### src/rtl/scan_pkg.sv
// Shared constants and types for the scan-interface receive path.
package scan_pkg;

  localparam int DIGIT_W = 4;
  localparam int DIGIT_N = 4;

  localparam logic [DIGIT_N-1:0] SEL_BLANK = 4'b0000;
  localparam logic [DIGIT_N-1:0] SEL_D3    = 4'b1000;
  localparam logic [DIGIT_N-1:0] SEL_D2    = 4'b0100;
  localparam logic [DIGIT_N-1:0] SEL_D1    = 4'b0010;
  localparam logic [DIGIT_N-1:0] SEL_D0    = 4'b0001;

  typedef enum logic [1:0] {
    WAIT_SYNC = 2'd0,
    EXP_D2    = 2'd1,
    EXP_D1    = 2'd2,
    EXP_D0    = 2'd3
  } scan_state_t;

  function automatic logic is_one_hot(input logic [DIGIT_N-1:0] s);
    return (s != '0) && ((s & (s - DIGIT_N'(1))) == '0);
  endfunction

endpackage

### src/rtl/scan_capture_if.sv
// Scanner-facing inputs and frame/status outputs of the capture block.
interface scan_capture_if;
  import scan_pkg::*;

  logic [DIGIT_N-1:0]         select;
  logic [DIGIT_W-1:0]         segment;
  logic [DIGIT_W*DIGIT_N-1:0] digits;
  logic                       frame_valid;
  logic                       sel_err;
  logic                       order_err;
  logic                       timeout_err;
  logic                       link_up;

  // Scanner / harness side.
  modport master (
    output select, segment,
    input  digits, frame_valid, sel_err, order_err, timeout_err, link_up
  );

  // Capture side.
  modport slave (
    input  select, segment,
    output digits, frame_valid, sel_err, order_err, timeout_err, link_up
  );
endinterface

### src/rtl/scan_debounce.sv
// Stability filter: a value is accepted once it has been seen unchanged on
// STABLE_CYCLES consecutive edges after it first appeared. The accept strobe
// is combinational from the registered history so the consumer acts on the
// same edge that completes the window.
module scan_debounce #(
  parameter int WIDTH         = 8,
  parameter int STABLE_CYCLES = 4
) (
  input  logic             clk,
  input  logic             rst_n,
  input  logic [WIDTH-1:0] din,
  output logic [WIDTH-1:0] dout,
  output logic             accept
);

  localparam logic [3:0] CNT_LAST = 4'(STABLE_CYCLES - 1);
  localparam logic [3:0] CNT_FULL = 4'(STABLE_CYCLES);

  logic [WIDTH-1:0] prev;
  logic [3:0]       hold_cnt;

  assign dout   = prev;
  assign accept = (din == prev) && (hold_cnt == CNT_LAST);

  // Track previous sample and count matching edges; saturate so the
  // window fires only once.
  always_ff @(posedge clk) begin
    if (!rst_n) begin
      prev     <= '0;
      hold_cnt <= '0;
    end else begin
      prev <= din;
      if (din != prev)
        hold_cnt <= '0;
      else if (hold_cnt != CNT_FULL)
        hold_cnt <= hold_cnt + 4'd1;
    end
  end

endmodule

### src/rtl/scan_capture.sv
// Receive side of the 4-digit multiplexed scan interface: filters each
// select/code pair, enforces digit order 3->2->1->0 and publishes frames.
//
// state     | meaning
// WAIT_SYNC | idle, waiting for digit3 select to start a frame
// EXP_D2    | digit3 staged, expecting digit2
// EXP_D1    | digit2 staged, expecting digit1
// EXP_D0    | digit1 staged, expecting digit0 to complete the frame
module scan_capture
  import scan_pkg::*;
#(
  parameter int STABLE_CYCLES  = 4,
  parameter int TIMEOUT_CYCLES = 256
) (
  input  logic           clk,
  input  logic           rst_n,
  scan_capture_if.slave  bus
);

  localparam int TW = $clog2(TIMEOUT_CYCLES + 1);
  localparam logic [TW-1:0] TMO_LAST = TW'(TIMEOUT_CYCLES - 1);

  logic [DIGIT_N+DIGIT_W-1:0] stable;
  logic                       acc;
  logic [DIGIT_N-1:0]         sel;
  logic [DIGIT_W-1:0]         seg;

  scan_state_t        state;
  logic [DIGIT_N-1:0] last_sel;
  logic [DIGIT_W-1:0] stage3, stage2, stage1;
  logic [TW-1:0]      tmo_cnt;

  scan_debounce #(
    .WIDTH         (DIGIT_N + DIGIT_W),
    .STABLE_CYCLES (STABLE_CYCLES)
  ) u_debounce (
    .clk    (clk),
    .rst_n  (rst_n),
    .din    ({bus.select, bus.segment}),
    .dout   (stable),
    .accept (acc)
  );

  assign sel = stable[DIGIT_N+DIGIT_W-1:DIGIT_W];
  assign seg = stable[DIGIT_W-1:0];

  // Frame sequencer: classify each accepted pair, stage digits, raise
  // one-cycle status pulses and supervise the inter-accept timeout.
  always_ff @(posedge clk) begin
    if (!rst_n) begin
      state           <= WAIT_SYNC;
      last_sel        <= SEL_BLANK;
      stage3          <= '0;
      stage2          <= '0;
      stage1          <= '0;
      tmo_cnt         <= '0;
      bus.digits      <= '0;
      bus.frame_valid <= 1'b0;
      bus.sel_err     <= 1'b0;
      bus.order_err   <= 1'b0;
      bus.timeout_err <= 1'b0;
      bus.link_up     <= 1'b0;
    end else begin
      bus.frame_valid <= 1'b0;
      bus.sel_err     <= 1'b0;
      bus.order_err   <= 1'b0;
      bus.timeout_err <= 1'b0;

      if (state != WAIT_SYNC)
        tmo_cnt <= tmo_cnt + TW'(1);
      else
        tmo_cnt <= '0;

      if (acc) begin
        tmo_cnt  <= '0;
        last_sel <= sel;
        if (sel == SEL_BLANK) begin
          state  <= WAIT_SYNC;
          stage3 <= '0;
          stage2 <= '0;
          stage1 <= '0;
        end else if (!is_one_hot(sel)) begin
          bus.sel_err <= 1'b1;
          bus.link_up <= 1'b0;
          state       <= WAIT_SYNC;
          stage3      <= '0;
          stage2      <= '0;
          stage1      <= '0;
        end else if (sel == last_sel) begin
          // Only the code changed: refresh that digit, sequence untouched.
          case (sel)
            SEL_D3:  stage3 <= seg;
            SEL_D2:  stage2 <= seg;
            SEL_D1:  stage1 <= seg;
            default: ;
          endcase
        end else begin
          case (state)
            WAIT_SYNC: begin
              if (sel == SEL_D3) begin
                stage3 <= seg;
                state  <= EXP_D2;
              end
            end
            EXP_D2: begin
              if (sel == SEL_D2) begin
                stage2 <= seg;
                state  <= EXP_D1;
              end else begin
                bus.order_err <= 1'b1;
                if (sel == SEL_D3) stage3 <= seg;
                state <= (sel == SEL_D3) ? EXP_D2 : WAIT_SYNC;
              end
            end
            EXP_D1: begin
              if (sel == SEL_D1) begin
                stage1 <= seg;
                state  <= EXP_D0;
              end else begin
                bus.order_err <= 1'b1;
                if (sel == SEL_D3) stage3 <= seg;
                state <= (sel == SEL_D3) ? EXP_D2 : WAIT_SYNC;
              end
            end
            EXP_D0: begin
              if (sel == SEL_D0) begin
                bus.digits      <= {stage3, stage2, stage1, seg};
                bus.frame_valid <= 1'b1;
                bus.link_up     <= 1'b1;
                state           <= WAIT_SYNC;
              end else begin
                bus.order_err <= 1'b1;
                if (sel == SEL_D3) stage3 <= seg;
                state <= (sel == SEL_D3) ? EXP_D2 : WAIT_SYNC;
              end
            end
          endcase
        end
      end else if (state != WAIT_SYNC && tmo_cnt == TMO_LAST) begin
        bus.timeout_err <= 1'b1;
        bus.link_up     <= 1'b0;
        state           <= WAIT_SYNC;
        tmo_cnt         <= '0;
      end
    end
  end

endmodule

### src/flat_wrapper.sv
// flat-port wrapper written by rule: the top's interface ports become plain ports
module scan_capture_flat import scan_pkg::*;
#(
  parameter int STABLE_CYCLES  = 4,
  parameter int TIMEOUT_CYCLES = 256
)
  (clk, rst_n, bus_select, bus_segment, bus_digits, bus_frame_valid, bus_sel_err, bus_order_err, bus_timeout_err, bus_link_up);
  scan_capture_if bus_i ();
  input  logic clk;
  input  logic rst_n;
  input wire logic [$bits(bus_i.select)-1:0] bus_select;
  input wire logic [$bits(bus_i.segment)-1:0] bus_segment;
  output wire logic [$bits(bus_i.digits)-1:0] bus_digits;
  output wire logic [$bits(bus_i.frame_valid)-1:0] bus_frame_valid;
  output wire logic [$bits(bus_i.sel_err)-1:0] bus_sel_err;
  output wire logic [$bits(bus_i.order_err)-1:0] bus_order_err;
  output wire logic [$bits(bus_i.timeout_err)-1:0] bus_timeout_err;
  output wire logic [$bits(bus_i.link_up)-1:0] bus_link_up;
  assign bus_i.select = bus_select;
  assign bus_i.segment = bus_segment;
  assign bus_digits = bus_i.digits;
  assign bus_frame_valid = bus_i.frame_valid;
  assign bus_sel_err = bus_i.sel_err;
  assign bus_order_err = bus_i.order_err;
  assign bus_timeout_err = bus_i.timeout_err;
  assign bus_link_up = bus_i.link_up;
  scan_capture #(.STABLE_CYCLES(STABLE_CYCLES), .TIMEOUT_CYCLES(TIMEOUT_CYCLES)) u_core (.clk(clk), .rst_n(rst_n), .bus(bus_i));
endmodule
### config.mk
export PLATFORM = sky130hd
export DESIGN_NAME = scan_capture_flat
export DESIGN_NICKNAME = d
export VERILOG_FILES = /design/src/rtl/scan_pkg.sv /design/src/rtl/scan_capture_if.sv /design/src/rtl/scan_debounce.sv /design/src/rtl/scan_capture.sv /design/src/flat_wrapper.sv
export SDC_FILE = /design/constraint.sdc
export NUM_CORES = 1
export LEC_CHECK = 0
export CAP_MARGIN = 20
export CORE_MARGIN = 8
export CORE_UTILIZATION = 46
export DETAILED_ROUTE_END_ITERATION = 10
export HOLD_SLACK_MARGIN = 0.12
export PLACE_DENSITY = 0.8
export RECOVER_POWER = 50
export SLEW_MARGIN = 25
export SYNTH_ARGS = -nofsm -noshare
export SYNTH_HDL_FRONTEND = slang
export SYNTH_SLANG_ARGS = --single-unit
export TNS_END_PERCENT = 5
### constraint.sdc
create_clock -name clk -period 1.9 [get_ports clk]
set_clock_uncertainty 0.2 [all_clocks]
set_input_delay 0.285 -clock clk [delete_from_list [all_inputs] [get_ports clk]]
set_output_delay 0.285 -clock clk [all_outputs]
set_load 0.05 [all_outputs]
Yosys cells after proc, flatten, opt, wreduce, memory -nomap -nowiden
Index checks and enable logic that the tools add are counted.
Operators by class
  add/sub/neg operators: 3
  multipliers: 0
  divide/modulo/power cells: 0
  order comparisons: 0
  equality and inequality tests: 24
  shifts and indexed selects: 0
  muxes and demuxes: 43
  bitwise logic cells: 8
  reduce and logical (&&, ||, !) cells: 21
Operators with widths (count)
  $mux 4: 17
  $mux 2: 9
  $pmux 4 s4: 1
  $ne 5x4->1 const B: 3
  $mux 1: 14
  $ne 4x3->1 const B: 3
  $add 9x1->9 const B: 1
  $eq 9x8->1 const B: 1
  $ne 3x3->1 const B: 3
  $eq 4x2->1 const B: 2
  $eq 8x8->1: 1
  $logic_not 4->1: 2
  $ne 8x8->1: 1
  $pmux 2 s4: 1
  $not 1->1: 7
  $reduce_and 6->1: 1
  $reduce_or 6->1: 1
  $ne 5x5->1 const B: 1
  $reduce_and 5->1: 1
  $reduce_or 5->1: 1
  $add 4x1->4 const B: 1
  $and 4x4->4: 1
  $eq 2x2->1 const B: 2
  $eq 4x1->1 const B: 1
  18 further kinds: 23
Word-level totals
  register bits: 60
  latch bits: 0
  RAM bits: 0
  ROM bits: 0
  input port bits: 10
  output and inout bits: 21
  logic and storage cells: 113
  memories kept: 0

Depth between registers and ports, before layout
  depth in word-level cells: 8
  mapped depth: 8
  depth with buffers taken out: 8

Modules after synthesis
Synthesis repeated with hierarchy kept, for this count alone.
Second synthesis, totals
  cell total of the unflattened synthesis: 279
  area total of the unflattened synthesis: 2895.3 um2
By module, submodules not included
  scan_capture: times used 1, cells an instance 227, area an instance 2344.7 um2, sequential area each 960.9 um2
  scan_debounce: times used 1, cells an instance 52, area an instance 550.5 um2, sequential area each 240.2 um2

Worst setup path after synthesis
Ideal clock, no wire load.
  kind: register -> register
  start: register u_core.u_debounce.hold_cnt[0]
  end: register u_core.bus.link_up
  data arrival time: 1700 ps
  setup slack: -115 ps
  stages on the path, launching flop included: 7
  buffers on the path: 1
  path through: dfxtp_1 > ha_1 > nand2_1 > or3_1 > buf_6 > mux2_4 > a31o_1
On the way
  longest elaborated chain between the ends: 4
  elaborated cells between the ends (all ways): 9
Ends and longest elaborated chain
  start, declared: line scan_debounce.sv:20  | logic [3:0] hold_cnt;
  start signal, assigned: line scan_debounce.sv:36  | hold_cnt <= hold_cnt + 4'd1;
  $eq 4x2->1 *: line scan_debounce.sv:23  | assign accept = (din == prev) && (hold_cnt == CNT_LAST);
  $logic_and 1x1->1 *: line scan_debounce.sv:23
  $ne 3x3->1 (no source line) (tied with other cells)
  $reduce_and 5->1 (no source line)
  end signal, assigned: line scan_capture.sv:62  | bus.link_up <= 1'b0;
  end signal, assigned: line scan_capture.sv:84  | bus.link_up <= 1'b0;
  end signal, assigned: line scan_capture.sv:129  | bus.link_up <= 1'b1;
  end, declared: line scan_capture_if.sv:23  | output digits, frame_valid, sel_err, order_err, timeout_err, link_up
Mark *: on every way between the ends. The rest lies on a longest branch, timed or not.
A chain may end at the register's enable or synchronous reset.

Worst setup path after layout
  start: register u_core.u_debounce.prev[7] (netlist: u_core.u_debounce.dout[7])
  end: register u_core.bus.digits[14]
On the way
  longest elaborated chain between the ends: 5
  elaborated cells between the ends (all ways): 13
Ends and longest elaborated chain
  start, declared: line scan_debounce.sv:19  | logic [WIDTH-1:0] prev;
  start signal, assigned: line scan_debounce.sv:32  | prev <= din;
  $sub 4x1->4: line scan_pkg.sv:21  | return (s != '0) && ((s & (s - DIGIT_N'(1))) == '0);
  $and 4x4->4: line scan_pkg.sv:21
  $logic_not 4->1: line scan_pkg.sv:21
  $logic_and 1x1->1: line scan_pkg.sv:21
  $reduce_and 6->1 (no source line) *
  end signal, assigned: line scan_capture.sv:127  | bus.digits <= {stage3, stage2, stage1, seg};
  end, declared: line scan_capture_if.sv:23
Marks and branches as above.

==> impl_metrics.yaml <==
setup_path:
  cp.required_ns: 1.93
  rrSetupSlack_ns: -0.03
  rr_startpoint: "u_core.u_debounce.dout[7]"
  cp-start-kind: "flop"
  endpoint_kind: "flop"
  timing.rr.end: "u_core.bus.digits[14]"
  crit_path_cell_trace: "buf_4, xnor2_1, and4_4, or3_4, buf_12, o21ai_1, a21oi_1"
  slowest_delay_ns: 0.40
  critPathArrivalTime_ns: 1.95
  crit_type: "reg2reg"
  reg2reg_depth: 7
  cpMaxStageDelayCell: "or3_4"
  crit_family: "simple AND/OR/NAND/NOR gates"
  path_max_fanout: 17
  crit_buf_inv: 2
yosys:
  yosysUniqueCellTypes: 50
  ys.flop_type: "dfxtp_1"
  yosysMostFrequentCell: "dfxtp_1"
  synth_cells: 305
  yosys-top-cells-count: "60 x dfxtp_1, 28 x nor2_1, 25 x nand3_1"
  synthTopCellsByArea: "dfxtp_1 42%, mux2i_1 4.6%, nand3_1 4.4%"
  yosysSeqAreaShare_pct: 42.0
  synth.top_cell.area_share_pct: 42.0
  syn_area_um2: 2860
  syn_area_per_cell_um2: 9.37
  synth_nets: 319
  synth_area_leader_cell: "dfxtp_1"
  synth_edf_count: 0
  async_flop_share_pct: 0
  ys_ff_latch: 60
  synth_warnings: 0
clock_tree:
  clock-sinks: 60
  cts_max_path_buffers: 2
  htreeDepth: 3
  cts_root_buf: "clkbuf_8"
  insertion_delay_ns: 0.34
  cts_tree: "built"
  cts-buffers-inserted: 9
  clk_pin_slew_worst_paths_ns: 0.07
grt:
  antenna_found_initial: 0
  grt_pass1_vias: 2283
  overflow: 0
  grt_max_degree: 24
  grt_usage_pct: 14.8
  grt_pass1_wl_um: 10500
cells_and_area:
  layout-drive-gt1-share_pct: 28.3
  insertedDiodeCount: 0
  nets: 391
  syn2layout_area_growth_pct: 29.6
  layout.cells.non_filler: 457
  final_area_um2: 3700
placement:
  post-place-ws_ns: -0.497
  dp_hpwl_um: 4700
  portBuffers: 30
  dpl_cell_area_um2: 3350
  place_inst: 433
  gp_congestion: 0.903
pwr:
  ir_drop_uv: 633
  p_leak_nw: 1.48
  pwr_density_cell_nw_per_um2: 691
timing:
  layout_min_cycle_time_ns: 1.93
  hold_viol: 0
  tns_ns: -0.202
  post-route-period-util_pct: 101
  tightest_slew_ns: 0.624
  setup_viol: 19
  rsz0062_at_grt: "yes"
  slew_headroom_pct: 58.6
  timing.fmax_mhz: 519
  layout_setup_ws_ns: -0.0272
  slew_viol_final: 0
detailed_routing:
  drc: 0
  drtPass1Iterations: 4
  drtIter0Drc: 151
  antenna_left: 0
  routed_wl_um: 6590
  wl_per_cell_um: 14.4
  vias: 2430
  viasPerCell: 5.32
floorplanning:
  die_h_um: 94.8
  core_um2: 5960
  start_util_pct: 48.0
  num_io_pins: 31
  die_width_um: 94.8
  dieArea_um2: 8990
  rows: 28
min_path:
  whs_path_depth: 2
  min_to: "u_core.stage2[0]"
  min_from: "u_core.stage2[0]"
  hold_path_class: "reg2reg"
status:
  violations: "negative setup slack"
  status: "finished, violations left"
run:
  cap_violations: 0
[cells in the final DEF (no fill, tap or decap), drive strengths merged, types with 8 or more instances in the layout]
master,n
xnor2,16
nor2,28
inv,8
nand2,20
mux2i,13
and2,9
nor3,8
buf,48
a21oi,17
clkbuf,29
o21ai,25
nand3,25
dfxtp,60
[sequential cells by signal, indices dropped and copies added (netlist names), 4 cells and up]
signal	flops
u_core.last_sel	4
u_core.stage3	4
u_core.tmo_cnt	9
u_core.stage2	4
u_core.stage1	4
u_core.u_debounce.hold_cnt	4
u_core.u_debounce.dout	8
u_core.bus.digits	16
[metal layers]
layer  vias up  part of all wire, %  global-route usage [%]
met5         -                    0                       0
met4         0                  1.6                    4.68
met3        13                  8.0                    6.75
met2        70                   46                    22.8
met1      1146                   44                    18.1
li1       1201                    -                       -
[how the worst max path moves through the flow]
stage / start / to / slack (ns) / cells after the start
2_1_floorplan: u_core.u_debounce.dout[6] / u_core.bus.link_up / -0.09 / 7
3_3_place_gp: bus_segment[1] / u_core.bus.link_up / -0.42 / 6
3_5_place_dp: bus_segment[1] / u_core.bus.digits[11] / -0.50 / 7
4_1_cts: bus_segment[1] / u_core.bus.link_up / -0.07 / 6
5_1_grt: bus_select[0] / u_core.state[0] / -0.10 / 8
6_report: u_core.u_debounce.dout[7] / u_core.bus.digits[14] / -0.03 / 7
[cell families (layout without fill, tap and decap cells)]
| logic type | after synthesis | count (layout) | synth area share, % |
|---|---|---|---|
| AO/OA/AOI/OAI | 59 | 59 | 13.7 |
| flip-flops | 60 | 60 | 42.0 |
| multiplexers | 15 | 15 | 5.60 |
| XOR/XNOR | 21 | 21 | 6.96 |
| adder cells (fa/ha/maj) | 5 | 5 | 2.10 |
| buffers and inverters | 28 | 105 | 7.71 |
| AND/OR/NAND/NOR | 117 | 117 | 21.9 |
[metrics by stage]
| step | hold slack (ns) | total power [mW] | utilization, % |
|---|---|---|---|
| 2_1_floorplan | 0.207 | 1.45 | - |
| 3_3_place_gp | 0.247 | 1.51 | 56.3 |
| 3_5_place_dp | 0.255 | 1.52 | 56.3 |
| 4_1_cts | 0.265 | 2.55 | 60.2 |
| 5_1_grt | 0.288 | 2.67 | 62.2 |
| 6_report | 0.265 | 2.56 | 62.2 |
[worst reg2reg max path: stages (launching register included)]
cell     delay, ns
dfxtp_2       0.36
buf_4         0.15
xnor2_1       0.13
and4_4        0.21
or3_4         0.40
buf_12        0.16
o21ai_1       0.12
a21oi_1       0.08
[power by group]
group | total, mW | internal [mW] | switching [mW]
clock | 1.04 | 0.510 | 0.527
sequential | 1.28 | 1.27 | 0.0132
combinational | 0.246 | 0.127 | 0.119
[final cells by class]
| cell class | count | area [µm²] |
|---|---|---|
| Tap cell | 75 | 93.8 |
| Clock buffer | 11 | 141 |
| Clock inverter | 5 | 36.3 |
| Sequential cell | 60 | 1210 |
| Timing Repair Buffer | 82 | 636 |
| Inverter | 7 | 26.3 |
| Multi-Input combinational cell | 217 | 1560 |
| Fill cell | 497 | 2250 |
[repair_timing]
item / 4_1_cts / 5_1_grt
cloned: 0 / 0
hold buffers: 0 / 7
endpoints found under the setup margin: 36 / 47
hold endpoints to repair: 0 / 7
buffers inserted: 1 / 0
resized for setup: 26 / 38
pin swaps: 3 / 12
Note: power is estimated with default switching activity, not from simulation.
